## src/rtl/risc_v_mem_router_pkg.sv

```systemverilog
// ============================================================================
// Module : risc_v_mem_router_pkg
// Brief  : Shared types and default decode windows for the data-memory router.
// Rev    : 1.0 - initial release
// ============================================================================
`timescale 1ns/1ps
`default_nettype none

package risc_v_mem_router_pkg;

  typedef enum logic [1:0] {
    MRT_IDLE   = 2'd0,
    MRT_ACCESS = 2'd1,
    MRT_RESP   = 2'd2
  } mem_rt_state_t;

  localparam logic [31:0] TEXT_LOWER = 32'h0040_0000;
  localparam logic [31:0] TEXT_SIZE  = 32'h0000_1000;
  localparam logic [31:0] DATA_LOWER = 32'h1001_0000;
  localparam logic [31:0] DATA_SIZE  = 32'h0000_0800;
  localparam logic [31:0] STACK_BASE = 32'h7FFF_E800;
  localparam logic [31:0] STACK_SIZE = 32'h0000_0800;
  localparam logic [31:0] MMIO_LOWER = 32'hFFFF_0000;
  localparam logic [31:0] MMIO_SIZE  = 32'h0000_0100;

endpackage

`default_nettype wire

```

## src/rtl/risc_v_mem_region_dec.sv

```systemverilog
// ============================================================================
// Module : risc_v_mem_region_dec
// Brief  : Combinational window decoder; lowest-index window wins on overlap.
// Rev    : 1.0 - initial release
// ============================================================================
`timescale 1ns/1ps
`default_nettype none

module risc_v_mem_region_dec
  import risc_v_mem_router_pkg::*;
#(
  parameter int                          ADDR_W      = 32,
  parameter int                          N_REGIONS   = 4,
  parameter logic [N_REGIONS*ADDR_W-1:0] REGION_BASE = {MMIO_LOWER, STACK_BASE, DATA_LOWER, TEXT_LOWER},
  parameter logic [N_REGIONS*ADDR_W-1:0] REGION_SIZE = {MMIO_SIZE, STACK_SIZE, DATA_SIZE, TEXT_SIZE}
) (
  input  logic [ADDR_W-1:0]    addr,
  output logic [N_REGIONS-1:0] hit,
  output logic                 hit_any,
  output logic [ADDR_W-1:0]    offset
);

  logic [N_REGIONS-1:0] in_win;

  // Bounds carry one extra bit so base+size never wraps at the top of memory.
  generate
    for (genvar i = 0; i < N_REGIONS; i++) begin : g_win
      localparam logic [ADDR_W:0] LO = {1'b0, REGION_BASE[i*ADDR_W +: ADDR_W]};
      localparam logic [ADDR_W:0] HI = LO + {1'b0, REGION_SIZE[i*ADDR_W +: ADDR_W]};
      assign in_win[i] = ({1'b0, addr} >= LO) && ({1'b0, addr} < HI);
    end
  endgenerate

  always_comb begin
    hit    = '0;
    offset = '0;
    for (int i = N_REGIONS - 1; i >= 0; i--) begin
      if (in_win[i]) begin
        hit    = '0;
        hit[i] = 1'b1;
        offset = addr - REGION_BASE[i*ADDR_W +: ADDR_W];
      end
    end
  end

  assign hit_any = |in_win;

endmodule

`default_nettype wire

```

## src/rtl/risc_v_mem_router.sv

```systemverilog
// ============================================================================
// Module : risc_v_mem_router
// Brief  : Registered LSU-to-region router, one access outstanding at a time.
//          Optional region-ack watchdog: RISC_V_MEM_ROUTER_TIMEOUT_EN.
// Rev    : 1.0 - initial release
// ============================================================================
`timescale 1ns/1ps
`default_nettype none

module risc_v_mem_router
  import risc_v_mem_router_pkg::*;
#(
  parameter int                          ADDR_W         = 32,
  parameter int                          DATA_W         = 32,
  parameter int                          N_REGIONS      = 4,
  parameter logic [N_REGIONS*ADDR_W-1:0] REGION_BASE    = {MMIO_LOWER, STACK_BASE, DATA_LOWER, TEXT_LOWER},
  parameter logic [N_REGIONS*ADDR_W-1:0] REGION_SIZE    = {MMIO_SIZE, STACK_SIZE, DATA_SIZE, TEXT_SIZE},
  parameter int                          TIMEOUT_CYCLES = 64
) (
  input  logic                          clk,
  input  logic                          rst,
  input  logic                          req_valid,
  output logic                          req_ready,
  input  logic                          req_write,
  input  logic [ADDR_W-1:0]             req_addr,
  input  logic [DATA_W-1:0]             req_wdata,
  input  logic [DATA_W/8-1:0]           req_be,
  output logic                          rsp_valid,
  input  logic                          rsp_ready,
  output logic [DATA_W-1:0]             rsp_rdata,
  output logic                          rsp_err,
  output logic [N_REGIONS-1:0]          rgn_sel,
  output logic                          rgn_write,
  output logic [ADDR_W-1:0]             rgn_addr,
  output logic [DATA_W-1:0]             rgn_wdata,
  output logic [DATA_W/8-1:0]           rgn_be,
  input  logic [N_REGIONS-1:0]          rgn_ack,
  input  logic [N_REGIONS*DATA_W-1:0]   rgn_rdata
);

  localparam int BE_W  = DATA_W / 8;
  localparam int LSB_W = (BE_W > 1) ? $clog2(BE_W) : 1;

  generate
    if (TIMEOUT_CYCLES < 1) begin : g_bad_timeout
      $error("TIMEOUT_CYCLES must be at least 1");
    end
  endgenerate

  mem_rt_state_t state, state_nx;

  logic [N_REGIONS-1:0] dec_hit;
  logic                 dec_any;
  logic [ADDR_W-1:0]    dec_off;
  logic                 misaligned;
  logic                 go_access;
  logic                 sel_ack;
  logic                 expired;
  logic [DATA_W-1:0]    sel_rdata;

  logic                 lat_write;
  logic [ADDR_W-1:0]    lat_addr;
  logic [DATA_W-1:0]    lat_wdata;
  logic [BE_W-1:0]      lat_be;
  logic [N_REGIONS-1:0] lat_sel;

  risc_v_mem_region_dec #(
    .ADDR_W      (ADDR_W),
    .N_REGIONS   (N_REGIONS),
    .REGION_BASE (REGION_BASE),
    .REGION_SIZE (REGION_SIZE)
  ) u_dec (
    .addr    (req_addr),
    .hit     (dec_hit),
    .hit_any (dec_any),
    .offset  (dec_off)
  );

  // An unaligned address with any lane enabled reaches past the word boundary.
  assign misaligned = (BE_W > 1) && (req_addr[LSB_W-1:0] != '0) && (req_be != '0);
  assign go_access  = dec_any && !misaligned;
  assign sel_ack    = |(rgn_ack & lat_sel);

  always_comb begin
    sel_rdata = '0;
    for (int i = 0; i < N_REGIONS; i++) begin
      if (lat_sel[i]) sel_rdata = sel_rdata | rgn_rdata[i*DATA_W +: DATA_W];
    end
  end

`ifdef RISC_V_MEM_ROUTER_TIMEOUT_EN
  localparam int CNT_W = $clog2(TIMEOUT_CYCLES + 1);
  logic [CNT_W-1:0] to_cnt;

  // Expire on the last silent cycle so ACCESS lasts exactly TIMEOUT_CYCLES.
  assign expired = (to_cnt == CNT_W'(TIMEOUT_CYCLES - 1));

  always_ff @(posedge clk) begin
    if (rst || state != MRT_ACCESS) to_cnt <= '0;
    else if (!sel_ack)              to_cnt <= to_cnt + 1'b1;
  end
`else
  assign expired = 1'b0;
`endif

  always_ff @(posedge clk) begin
    if (rst) state <= MRT_IDLE;
    else     state <= state_nx;
  end

  always_comb begin
    state_nx = state;
    case (state)
      MRT_IDLE:   if (req_valid) state_nx = go_access ? MRT_ACCESS : MRT_RESP;
      MRT_ACCESS: if (sel_ack || expired) state_nx = MRT_RESP;
      MRT_RESP:   if (rsp_ready) state_nx = MRT_IDLE;
      default:    state_nx = MRT_IDLE;
    endcase
  end

  always_comb begin
    req_ready = (state == MRT_IDLE);
    rsp_valid = (state == MRT_RESP);
    rgn_sel   = (state == MRT_ACCESS) ? lat_sel : '0;
  end

  assign rgn_write = lat_write;
  assign rgn_addr  = lat_addr;
  assign rgn_wdata = lat_wdata;
  assign rgn_be    = lat_be;

  always_ff @(posedge clk) begin
    if (rst) begin
      lat_write <= 1'b0;
      lat_addr  <= '0;
      lat_wdata <= '0;
      lat_be    <= '0;
      lat_sel   <= '0;
      rsp_rdata <= '0;
      rsp_err   <= 1'b0;
    end else begin
      case (state)
        MRT_IDLE: begin
          if (req_valid) begin
            lat_write <= req_write;
            lat_addr  <= dec_off;
            lat_wdata <= req_wdata;
            lat_be    <= req_be;
            lat_sel   <= go_access ? dec_hit : '0;
            rsp_rdata <= '0;
            rsp_err   <= !go_access;
          end
        end
        MRT_ACCESS: begin
          if (sel_ack) begin
            rsp_rdata <= lat_write ? '0 : sel_rdata;
            rsp_err   <= 1'b0;
          end else if (expired) begin
            rsp_rdata <= '0;
            rsp_err   <= 1'b1;
          end
        end
        default: ;
      endcase
    end
  end

endmodule

`default_nettype wire

```

## config.mk

```make
export PLATFORM = sky130hd
export DESIGN_NAME = risc_v_mem_router
export DESIGN_NICKNAME = d
export VERILOG_FILES = /design/src/rtl/risc_v_mem_router_pkg.sv /design/src/rtl/risc_v_mem_region_dec.sv /design/src/rtl/risc_v_mem_router.sv
export SDC_FILE = /design/constraint.sdc
export NUM_CORES = 1
export LEC_CHECK = 0
export ABC_AREA = 1
export BUFFER_PORTS_ARGS = -buffer_cell sky130_fd_sc_hd__buf_2
export CAP_MARGIN = 15
export CORE_ASPECT_RATIO = 0.6
export CORE_UTILIZATION = 40
export DETAILED_ROUTE_END_ITERATION = 16
export GPL_TIMING_DRIVEN = 1
export PLACE_DENSITY = 0.7
export SLEW_MARGIN = 20
export SYNTH_ARGS = -nofsm -noshare
export SYNTH_HDL_FRONTEND = slang
export SYNTH_HIERARCHICAL = 1
export SYNTH_SLANG_ARGS = --single-unit
```

## constraint.sdc

```tcl
create_clock -name clk -period 3 [get_ports clk]
set_clock_uncertainty 0.05 [all_clocks]
set_input_delay 0.6 -clock clk [delete_from_list [all_inputs] [get_ports clk]]
set_output_delay 0.6 -clock clk [all_outputs]
set_load 0.1 [all_outputs]
```

* Word-level counts from Yosys, hierarchy flattened
Cells that the tools add are included.
Cells by class: mux-type cells 26, reduce and logical (&&, ||, !) cells 17, $lt $le $gt $ge 8, equality and inequality tests 5, bitwise logic cells 4, add/subtract/negate cells 4
Operators with widths (count):
- $mux W32 | 11
- $or A32 B32 Y32 | 3
- $pmux W32 S2 | 1
- $ge A32 B23 Y1 const B | 1
- $ge A32 B29 Y1 const B | 1
- $ge A32 B31 Y1 const B | 1
- $ge A32 B32 Y1 const B | 1
- $lt A32 B23 Y1 const B | 1
- $lt A32 B29 Y1 const B | 1
- $lt A32 B31 Y1 const B | 1
- $lt A32 B32 Y1 const B | 1
- $sub A32 B23 Y32 const B | 1
- $sub A32 B29 Y32 const B | 1
- $sub A32 B31 Y32 const B | 1
- $sub A32 B32 Y32 const B | 1
- $mux W4 | 6
- $mux W2 | 4
- $reduce_or A4 Y1 | 2
- $logic_and A1 B1 Y1 | 6
- $pmux W2 S3 | 1
- $reduce_and A3 Y1 | 2
- $and A4 B4 Y4 | 1
- $ne A2 B2 Y1 const B | 2
- $reduce_bool A2 Y1 | 2
- 9 further kinds | 11
Storage, ports and cells: register bits 108, bits of input ports 205, word-level logic and storage cells 72, output and inout bits 108

* Logic depth before layout (Yosys ltp)
word-level depth 10, depth in mapped cells 16, gate-level depth less buffers 15

* Modules after synthesis
Netlist, hierarchy kept.
Modules (own cells, without submodules):
- risc_v_mem_router | seq. area each 2162.1 µm², cells an instance 788, instances 1, area an instance 5036.1 µm²
- risc_v_mem_region_dec | seq. area each 0.0 µm², cells an instance 360, instances 1, area an instance 1798.0 µm²

* Worst setup path after synthesis
OpenSTA, ideal clock, no wires.
path kind register to output, from register lat_sel[3], to output rgn_sel[3], slack 0.428 ns, stages on the path, launching flop included 5, data required time 2.350 ns, arrival 1.922 ns, path buffers 2, path through dfxtp_1 -> buf_2 -> buf_2 -> inv_1 -> nor2_1
On the way: longest elaborated chain between the ends 1
RTL lines:
- from (decl) | RTL line risc_v_mem_router.sv:65 | logic [N_REGIONS-1:0] lat_sel;
- from (signal assigned) | RTL line risc_v_mem_router.sv:149 | lat_sel <= go_access ? dec_hit : '0;
- $mux W4 | RTL line risc_v_mem_router.sv:124 | rgn_sel = (state == MRT_ACCESS) ? lat_sel : '0;
- to (decl) | RTL line risc_v_mem_router.sv:32 | output logic [N_REGIONS-1:0] rgn_sel,
Every way passes these cells.

* Final worst setup path
from input req_addr[16], to register rsp_err
On the way: longest elaborated chain between the ends 7, elaborated cells between the ends (all ways) 17, those cells by class order compare: 8; mux: 2; reduce/logical: 7
RTL lines:
- from (decl) | RTL line risc_v_mem_router.sv:25 | input logic [ADDR_W-1:0] req_addr,
- $ge A32 B23 Y1, or another cell as far along | RTL line risc_v_mem_region_dec.sv:30 | assign in_win[i] = ({1'b0, addr} >= LO) && ({1'b0, addr} < HI);
- $logic_and A1 B1 Y1 | RTL line risc_v_mem_region_dec.sv:30
- $reduce_or A4 Y1 (*) | RTL line risc_v_mem_region_dec.sv:46 | assign hit_any = |in_win;
- via dec_any | RTL line risc_v_mem_router.sv:53 | logic dec_any;
- $logic_and A1 B1 Y1 (*) | RTL line risc_v_mem_router.sv:81 | assign go_access = dec_any && !misaligned;
- $logic_not A1 Y1 (*) | RTL line risc_v_mem_router.sv:151 | rsp_err <= !go_access;
- $mux W1 (*) | RTL line risc_v_mem_router.sv:144 | if (req_valid) begin
- $pmux W1 S2 (*) | RTL line risc_v_mem_router.sv:142 | case (state)
- to (signal assigned) | RTL line risc_v_mem_router.sv:151
- to (decl) | RTL line risc_v_mem_router.sv:31 | output logic rsp_err,
Mark *: on every way through the listed nets, which the timed path passes. The rest lies on a longest branch. The select of a mux whose other input is x is not followed. A chain may end at the register's enable or synchronous reset.

==> impl_metrics.csv <==
group,metric,value,unit
clocking,ctsHtreeMaxLevel,3,
worst_setup_path,end_kind,"flip-flop",
worst_setup_path,worst_setup_path_start_kind,"input port",
yosys,synth_top_cell_area_share,31.6,%
finish,layout.cells.non_filler,1658,
timing,upper_clock_frequency_limit,0.419,GHz
job,number_of_max_cap_violations,0,
timing,rsz_0062_raised_after_global_routing,"false",
floorplanning,core.rowCount,36,
route,dr.first_iter.drc_count,676,
grt,globalRouteOverflowTotal,0,
worst_setup_path,crit_path_kind,"input port to flip-flop",
worst_setup_path,critical-path-slowest-cell,"nor2_4",
grt,grt.total_usage,26.9,%
worst_setup_path,reg2reg_depth,8,
pwr,power.density_cell_area,694,nW/um^2
clocking,cts_post_setup_buffers_inserted,0,
route,route.antenna.remaining_nets,0,
route,wl_per_cell,14.8,um
route,finalWirelength,24500,um
timing,transition_time_at_the_pin_with_the_least_slew_margin,639,ps
yosys,netlist_top_cells_area,"dfxtp_1 32%, nand2_1 19%, nor2_1 13%",
hold_path,hold_path.startpoint,"rst",
route,post_route_drc,0,
hold_path,timing.hold.worst.class,"input port to flip-flop",
clocking,cts.repair.resized,0,
floorplanning,initial_core_util,41.5,%
timing,slew_viol_final,0,
placement,io_buffer_count,312,
pwr,leakage,4.72,nW
clocking,cts_max_path_buffers,2,
yosys,post_synth_instance_area,6830,um^2
timing,timing_hold_violations_final,0,
floorplanning,top_level_port_count,313,
clocking,post_cts_hold_buffer_count,0,
grt,grt_first_pass_wirelength,36900,um
finish,finalInstanceArea,8830,um^2
yosys,avgSynthCellArea,5.95,um^2
timing,finalCritPeriodShare,79.6,%
timing,clock_period_minus_final_worst_setup_slack,2390,ps
yosys,yosysSeqAreaShare,31.6,%
route,drt-vias-per-instance,4.87,
finish,final_core_utilization,53.6,%
worst_setup_path,reg2reg_to,"rsp_rdata[7]",
clocking,cts.sink_count,108,
yosys,synthDominantAreaCellType,"dfxtp_1",
grt,grt_max_degree,71,
worst_setup_path,rr_startpoint,"state[1]",
pwr,peakVddDrop,0.000284,V
clocking,cts_root_buffer,"clkbuf_16",
route,vias,8074,
hold_path,hold_path_depth,2,
status,result_of_the_run,"finished clean",
finish,finish.net_count,1639,
placement,numPlacedInstances,1642,
worst_setup_path,critical_path.most_common_cell,"nand2_1",
clocking,cts_made_buffers,9,
yosys,synth.distinct_cells,32,
floorplanning,fp.dieW,171,um
yosys,syn_nets,1362,
floorplanning,placeableCoreArea,16500,um^2
grt,first_global_vias,6926,
hold_path,min_delay_worst_endpoint,"rsp_err",
placement,placed_area,8520,um^2
timing,timing.hold.ws,413,ps
yosys,yosysWarnings,6,
clocking,worst_setup_hold_path_clk_slew,70,ps
floorplanning,die_area,17600,um^2
clocking,insertion_delay,340,ps
route,firstDrtPassIters,5,
finish,area.growth.synth_to_final,29.2,%
finish,insertedDiodeCount,0,
worst_setup_path,crit_required,3220,ps
worst_setup_path,worst_ep_arrival_time,2610,ps
yosys,synth.ff_latch_count,108,
timing,final-setup-viol-count,0,
clocking,clock_tree_from_tritoncts,"yes",
floorplanning,die_y,103,um
timing,slew-limit-headroom,57.4,%
worst_setup_path,critical_path_cell_by_cell,"buf_2 > inv_1 > ha_1 > nand2_1 > nor2_2 > nand2_1 > nand2_4 > nand2_4 > nor2_4 > inv_2 > nand2_1 > nand2_1 > a21oi_1",
grt,grt_antenna_before_repair,1,
worst_setup_path,maximum_fanout_encountered_on_the_critical_timing_path,12,
yosys,instance_count_of_the_mapped_netlist,1148,
placement,gp_congestion,0.973,
worst_setup_path,slowest_delay,380,ps
worst_setup_path,reg2reg_setup_slack,1050,ps
finish,drive_above_1_share,27.6,%
timing,setup_total_negative_slack,0,ps
placement,post-dp-hpwl,19300,um
-- state kept, by name, indices dropped and copies added (netlist names) --
| signal | flops |
|---|---|
| lat_sel | 4 |
| rgn_addr | 32 |
| rgn_be | 4 |
| rgn_wdata | 32 |
| rgn_write | 1 |
| rsp_err | 1 |
| rsp_rdata | 32 |
| state | 2 |
-- synthesized netlist by cell type, drive strengths merged --
cell / count
o21ai: 111
or2: 1
xor2: 10
nor2: 259
ha: 9
nand2: 351
a21oi: 47
xnor2: 1
inv: 75
buf: 46
nand3: 80
nand4: 18
nor3: 11
nand3b: 4
dfxtp: 108
clkbuf: 15
and2: 2
-- area by class of cell --
type	count	area, um^2
Inverter	75	282
Multi-Input combinational cell	904	4080
Timing Repair Buffer	327	1710
Clock inverter	6	82.6
Sequential cell	108	2160
Clock buffer	10	229
Fill cell	1785	7660
Tap cell	228	285
-- layer usage --
metal	vias up	GRT usage, %	routed length (um)
li1	4188	-	-
met3	23	7.08	2560
met5	-	2.45	33
met2	346	40.5	10200
met4	4	4.02	201
met1	3513	38.8	11500
-- power breakdown --
part | switching [mW] | internal [mW]
registers | 0.126 | 1.66
clock network | 0.588 | 0.667
logic | 2.49 | 0.590
-- critical path: cells and delay by family --
kind / cells / cell delay (ps)
AO/OA/AOI/OAI: 1 / 150
adder cells (fa/ha/maj): 1 / 190
buffers and inverters: 3 / 450
AND/OR/NAND/NOR: 8 / 1210
-- stage by stage --
stage	worst slack (ps)	power (mW)
floorplan	428	4.29
global placement	329	4.89
detailed placement	295	4.91
CTS	636	6.17
global route	399	6.46
finish	613	6.13
-- worst max-delay path by stage --
stage | endpoint | cells past startpoint | start
final | rsp_err | 13 | req_addr[16]
after global routing | rsp_err | 13 | req_addr[16]
after CTS | rsp_err | 13 | req_addr[16]
after detailed placement | rsp_err | 13 | req_addr[16]
after global placement | rsp_err | 11 | req_addr[23]
after floorplan | rgn_sel[3] | 4 | lat_sel[3]
-- cell families (layout without fill, tap and decap cells) --
family | Yosys count | count (layout) | synth area share [%]
buf+inv | 136 | 418 | 8.82
flops | 108 | 108 | 31.6
simple gates | 726 | 726 | 44.7
fa+ha+maj | 9 | 9 | 1.65
compound gates | 158 | 158 | 11.8
xor+xnor | 11 | 11 | 1.41
-- layout by cell type, fill, tap and decap left out, types with 4 or more instances in the layout --
cell type  count
a21oi_1       44
buf_2        312
buf_4         12
clkbuf_16      9
dfxtp_1      108
ha_1           9
inv_1         62
inv_2         13
nand2_1      339
nand2_2        8
nand2_4        4
nand3_1       78
nand3b_1       4
nand4_1       17
nor2_1       241
nor2_2        13
nor2_4         5
nor3_1        10
o21ai_0       79
o21ai_1       31
xor2_1        10
Note: power is estimated with default switching activity, not from simulation.
